[config.mk]
export PLATFORM = sky130hd
export DESIGN_NAME = mem_access_unit
export DESIGN_NICKNAME = d
export VERILOG_FILES = /design/src/rtl/mem_access_pkg.sv /design/src/rtl/mem_lane_align.sv /design/src/rtl/mem_access_unit.sv
export SDC_FILE = /design/constraint.sdc
export NUM_CORES = 1
export LEC_CHECK = 0
export CAP_MARGIN = 40
export CORE_ASPECT_RATIO = 1.25
export CORE_MARGIN = 2
export CORE_UTILIZATION = 50
export DETAILED_ROUTE_END_ITERATION = 6
export GPL_ROUTABILITY_DRIVEN = 0
export PLACE_DENSITY = 0.78
export SYNTH_ARGS = -nofsm -noshare
export SYNTH_HDL_FRONTEND = slang
export SYNTH_HIERARCHICAL = 1
export SYNTH_SLANG_ARGS = --single-unit
[constraint.sdc]
create_clock -name clk -period 3.9 [get_ports clk]
set_clock_uncertainty 0.05 [all_clocks]
set_input_delay 0.78 -clock clk [delete_from_list [all_inputs] [get_ports clk]]
set_output_delay 0.78 -clock clk [all_outputs]
set_load 0.05 [all_outputs]
[src/rtl/mem_access_pkg.sv]
// Shared encodings for the MEM-stage load/store unit: access sizes, FSM states
// and byte-lane count.
package mem_access_pkg;

  localparam int NUM_LANES = 4;

  localparam logic [1:0] SIZE_BYTE = 2'b00;
  localparam logic [1:0] SIZE_HALF = 2'b01;
  localparam logic [1:0] SIZE_WORD = 2'b11;

  typedef enum logic [2:0] {
    ST_IDLE,
    ST_RD,
    ST_WR,
    ST_DONE,
    ST_ERR
  } state_t;

  // Encoding 2'b10 is not a real size; it behaves as a word access.
  function automatic logic is_word(input logic [1:0] size);
    return size[1];
  endfunction

endpackage

[src/rtl/mem_lane_align.sv]
// Big-endian byte/halfword lane extraction with sign/zero extension, and lane
// merge of right-justified store data into a fetched word.
module mem_lane_align
  import mem_access_pkg::*;
(
  input  logic [31:0] word,
  input  logic [1:0]  offset,
  input  logic [1:0]  size,
  input  logic        is_unsigned,
  input  logic [31:0] wdata,
  output logic [31:0] load_data,
  output logic [31:0] merged
);

  logic [4:0]  byte_shift;
  logic [4:0]  half_shift;
  logic [7:0]  lane_byte;
  logic [15:0] lane_half;

  // Offset 0 is the most significant lane, so the shift counts down from 24.
  assign byte_shift = {~offset, 3'b000};
  assign half_shift = {~offset[1], 4'b0000};
  assign lane_byte  = 8'(word >> byte_shift);
  assign lane_half  = 16'(word >> half_shift);

  always_comb begin
    load_data = word;
    merged    = wdata;
    if (size == SIZE_BYTE) begin
      load_data = is_unsigned ? {24'b0, lane_byte} : {{24{lane_byte[7]}}, lane_byte};
      merged    = (word & ~(32'h0000_00FF << byte_shift)) | ({24'b0, wdata[7:0]} << byte_shift);
    end else if (size == SIZE_HALF) begin
      load_data = is_unsigned ? {16'b0, lane_half} : {{16{lane_half[15]}}, lane_half};
      merged    = (word & ~(32'h0000_FFFF << half_shift)) | ({16'b0, wdata[15:0]} << half_shift);
    end
  end

endmodule

[src/rtl/mem_access_unit.sv]
// MEM-stage initiator for a big-endian word memory: loads, word stores and
// read-modify-write sub-word stores. Define MEM_ACCESS_ALIGN_TRAP_EN to trap misaligned accesses.
module mem_access_unit
  import mem_access_pkg::*;
#(
  parameter int NB_DATA = 32,
  parameter int NB_ADDR = 12
) (
  input  logic               clk,
  input  logic               i_rst,
  input  logic               i_valid,
  output logic               o_ready,
  input  logic               i_store,
  input  logic [1:0]         i_size,
  input  logic               i_unsigned,
  input  logic [NB_ADDR-1:0] i_addr,
  input  logic [NB_DATA-1:0] i_wdata,
  output logic [NB_DATA-1:0] o_rdata,
  output logic               o_done,
  output logic               o_err,
  output logic               o_mem_we,
  output logic [NB_ADDR-1:0] o_mem_addr,
  output logic [NB_DATA-1:0] o_mem_data,
  input  logic [NB_DATA-1:0] i_mem_data
);

  state_t       state;
  logic         store_q;
  logic [1:0]   size_q;
  logic         unsigned_q;
  logic [1:0]   offset_q;
  logic [31:0]  wdata_q;
  logic [31:0]  load_data;
  logic [31:0]  merged;
  logic         misaligned;
  logic         err_q;

`ifdef MEM_ACCESS_ALIGN_TRAP_EN
  assign misaligned = ((i_size == SIZE_HALF) && i_addr[0]) ||
                      (is_word(i_size) && (i_addr[1:0] != 2'b00));
  assign o_err      = err_q;
`else
  assign misaligned = 1'b0;
  assign o_err      = 1'b0;
`endif

  mem_lane_align u_lane_align (
    .word        (i_mem_data),
    .offset      (offset_q),
    .size        (size_q),
    .is_unsigned (unsigned_q),
    .wdata       (wdata_q),
    .load_data   (load_data),
    .merged      (merged)
  );

  always_ff @(posedge clk) begin
    if (i_rst) begin
      state      <= ST_IDLE;
      o_ready    <= 1'b1;
      o_done     <= 1'b0;
      err_q      <= 1'b0;
      o_mem_we   <= 1'b0;
      o_mem_addr <= '0;
      o_mem_data <= '0;
      o_rdata    <= '0;
      store_q    <= 1'b0;
      size_q     <= 2'b00;
      unsigned_q <= 1'b0;
      offset_q   <= 2'b00;
      wdata_q    <= '0;
    end else begin
      o_done   <= 1'b0;
      err_q    <= 1'b0;
      o_mem_we <= 1'b0;
      case (state)
        ST_IDLE: begin
          if (i_valid) begin
            store_q    <= i_store;
            size_q     <= i_size;
            unsigned_q <= i_unsigned;
            offset_q   <= i_addr[1:0];
            wdata_q    <= i_wdata;
            o_mem_addr <= {i_addr[NB_ADDR-1:2], 2'b00};
            o_ready    <= 1'b0;
            if (misaligned) begin
              state  <= ST_ERR;
              o_done <= 1'b1;
              err_q  <= 1'b1;
            end else if (i_store && is_word(i_size)) begin
              state      <= ST_WR;
              o_mem_we   <= 1'b1;
              o_mem_data <= i_wdata;
            end else begin
              state <= ST_RD;
            end
          end
        end
        // The async read data is valid here; loads finish, sub-word stores merge.
        ST_RD: begin
          if (store_q) begin
            o_mem_data <= merged;
            o_mem_we   <= 1'b1;
            state      <= ST_WR;
          end else begin
            o_rdata <= load_data;
            o_done  <= 1'b1;
            state   <= ST_DONE;
          end
        end
        ST_WR: begin
          o_done <= 1'b1;
          state  <= ST_DONE;
        end
        ST_DONE, ST_ERR: begin
          o_ready <= 1'b1;
          state   <= ST_IDLE;
        end
        default: begin
          o_ready <= 1'b1;
          state   <= ST_IDLE;
        end
      endcase
    end
  end

endmodule

==> impl_metrics.env <==
export IMPL_hold_violations=0
export IMPL_cts_buffer_depth=2
export IMPL_cpMostUsedCell="buf_4"
export IMPL_viasPerCell=5.72
export IMPL_grt_first_pass_wirelength_um=31300
export IMPL_cp_cell_sequence="buf_4 -> o21bai_1 -> buf_4 -> mux2i_1 -> o21ai_0 -> mux2_1 -> a211oi_1 -> a211oi_2"
export IMPL_grt_total_usage_pct=28.1
export IMPL_clock_latency_ns=0.41
export IMPL_max_freq_mhz=372
export IMPL_cp_start_kind="flop"
export IMPL_synthFlopType="dfxtp_1"
export IMPL_synth_distinct_cells=51
export IMPL_avgSynthCellArea_um2=8.12
export IMPL_drt_pass1_iter_count=6
export IMPL_cp_max_fo=19
export IMPL_seqCellArea_um2=2340
export IMPL_io_pins=163
export IMPL_rows=46
export IMPL_route_vias_total=6292
export IMPL_cts_root_buf="clkbuf_16"
export IMPL_crit_required_ns=4.13
export IMPL_clkTransAtPathRegs_ns=0.06
export IMPL_cts_tree="built"
export IMPL_fin_ws_ns=1.21
export IMPL_cap_violations=0
export IMPL_crit_family="compound AO/OA/AOI/OAI gates"
export IMPL_drc=0
export IMPL_antenna_cells=0
export IMPL_die_h_um=132
export IMPL_overflow=0
export IMPL_grt_pass1_vias=5979
export IMPL_die_w_um=106
export IMPL_critPathSlowestCell="dfxtp_1"
export IMPL_syn_area_um2=6510
export IMPL_design_core_area_um2=12700
export IMPL_cp_num_buf_inv=2
export IMPL_synth_seq_area_share_pct=36.0
export IMPL_wl_um=19600
export IMPL_hold_buffers=0
export IMPL_maxSlewViolCount=0
export IMPL_drive_above_1_share_pct=10.7
export IMPL_fin_crit_sh_pct=69.0
export IMPL_status="finished clean"
export IMPL_syn_inst=802
export IMPL_post_place_ws_ns=1.15
export IMPL_endpoint_kind="flop"
export IMPL_yosys_warnings=6
export IMPL_num_fill_cells=1055
export IMPL_ys_ff_latch=117
export IMPL_cts_made_buffers=17
export IMPL_layout_nets=1010
export IMPL_crit_arrival_ns=2.92
export IMPL_postCtsSetupRepairBufs=0
export IMPL_multi_input_area_um2=3590
export IMPL_ant_nets=0
export IMPL_area_delta_synth_final_pct=32.5
export IMPL_clock_sink_count=117
export IMPL_tightestPinTransition_ns=0.845
export IMPL_setup_viol=0
export IMPL_irDropWorstVdd_uv=446
export IMPL_first_iter_violations=537
export IMPL_port_buffers=159
export IMPL_rsz0062_at_grt="no"
export IMPL_die_area_um2=14000
export IMPL_async_reset_ff_share_pct=0
export IMPL_cpPeakStageDelay_ns=0.49
export IMPL_power_density_nw_per_um2=736
export IMPL_hp_class="flop to flop"
export IMPL_tns_ns=0
export IMPL_fin_crit_ns=2.69
export IMPL_wire_per_inst_um=17.9
export IMPL_p_leak_nw=3.10
export IMPL_clock_tree_htree_level_count=4
export IMPL_antenna_found_initial=0
export IMPL_cts_resized_gates=0
export IMPL_detailed_place_hpwl_um=13600
export IMPL_grt_max_degree=71
export IMPL_synth_edf_count=0
export IMPL_path_class="flop to flop"
export IMPL_slew_headroom_pct=43.7
export IMPL_initial_utilization_pct=51.2
worst register-to-register path: stages, from the launching register on:
cell and delay [ns]:
dfxtp_1 0.49, buf_4 0.30, o21bai_1 0.32, buf_4 0.27, mux2i_1 0.32, o21ai_0 0.12, mux2_1 0.32, a211oi_1 0.29
a211oi_2 0.08
state kept, by name, summed over array words and instances (netlist names):
signal	count
o_mem_data	32
o_rdata	32
wdata_q	32
o_mem_addr	10
offset_q	2
size_q	2
state	2
o_done	1
o_mem_we	1
o_ready	1
store_q	1
unsigned_q	1
cell type report:
cell class / instances / share of cell area [%]
Clock buffer: 21 / 5.46
Clock inverter: 9 / 1.20
Inverter: 50 / 2.18
Multi-Input combinational cell: 562 / 41.7
Sequential cell: 117 / 27.2
Tap cell: 168 / 2.44
Timing Repair Buffer: 173 / 19.9
metal layers:
metal  global-route usage, %  vias up  wire length (um)  part of all wire [%]
met5                       0        -                 0                     0
met4                    11.0        0               593                   3.0
li1                        -     3016                 -                     -
met3                    5.21       38              1360                   6.9
met2                    45.9      288              9500                    48
met1                    36.4     2950              8180                    42
per-stage QoR:
step	hold slack [ns]	util, %	power [W]	cell area, um^2	cells
after global routing	0.418	67.8	0.00665	8620	1100
final	0.402	67.8	0.00634	8620	1100
after global placement	0.392	63.2	0.00478	8030	1069
after detailed placement	0.396	63.3	0.00482	8050	1070
after floorplan	0.386	-	0.00399	6520	804
after CTS	0.402	67.8	0.00635	8620	1100
synthesized netlist by cell type, drive strengths merged (2+ instances only):
cell,count,share of area [%]
nand2,182,10
dfxtp,117,36
a21oi,116,9.1
a211oi,65,9.8
inv,49,2.8
buf,44,4.4
mux2,43,7.5
clkbuf,31,1.8
o22ai,24,2.3
nor2b,19,1.8
mux2i,17,2.6
nand2b,13,1.2
o21ai,12,0.92
or3,9,0.90
o31ai,8,0.92
ha,6,1.2
nor2,6,0.35
a22oi,4,0.67
a2bb2oi,4,0.54
o211ai,4,0.46
o22a,4,0.54
o221a,3,0.52
o221ai,3,0.40
or2,3,0.33
a31oi,2,0.42
nand4,2,0.19
or4b,2,0.37
where the power goes:
group	internal (W)	total [W]	switching, W
Clock	0.000979	0.00152	0.000537
Combinational	0.00114	0.00313	0.00199
Sequential	0.00149	0.00170	0.000207
final timing paths:
check | start | end | slack (ns) | cells past startpoint
setup / recovery | size_q[0] | o_mem_data[17] | 1.21 | 8
hold reg to reg | o_mem_addr[11] | o_mem_addr[11] | 0.40 | 2
setup reg to reg | size_q[0] | o_mem_data[17] | 1.21 | 8
hold / removal | o_mem_addr[11] | o_mem_addr[11] | 0.40 | 2
layout by cell type (no fill, tap or decap), types with 2 or more instances in the layout:
cell	n
o21ai_0	12
nand2_1	182
o31ai_1	8
a211oi_2	30
mux2i_1	17
clkbuf_8	3
nor2_1	6
nand4_1	2
conb_1	3
dfxtp_1	116
ha_1	6
clkbuf_16	17
mux2_1	32
clkinv_2	4
a22oi_1	3
nor2b_1	18
buf_4	13
a21oi_1	114
o22a_1	4
clkdlybuf4s50_1	158
or3_2	2
o221ai_1	3
a2bb2oi_1	4
o211ai_1	4
clkinvlp_4	2
bufinv_16	2
or3_1	7
o22ai_1	24
or2_2	2
nand2b_1	13
o221a_1	2
inv_1	49
mux2_2	10
a211oi_1	35
logic make-up after synthesis:
| logic type | after synthesis | share of synthesized area, % |
|---|---|---|
| buffers and inverters | 125 | 9.05 |
| AOI/OAI and AO/OA | 255 | 27.6 |
| other | 1 | 0.0576 |
| and+or+nand+nor | 238 | 16.1 |
| adders and majority gates | 6 | 1.15 |
| muxes | 60 | 10.1 |
| DFF | 117 | 36.0 |
Note: power is estimated with default switching activity, not from simulation.
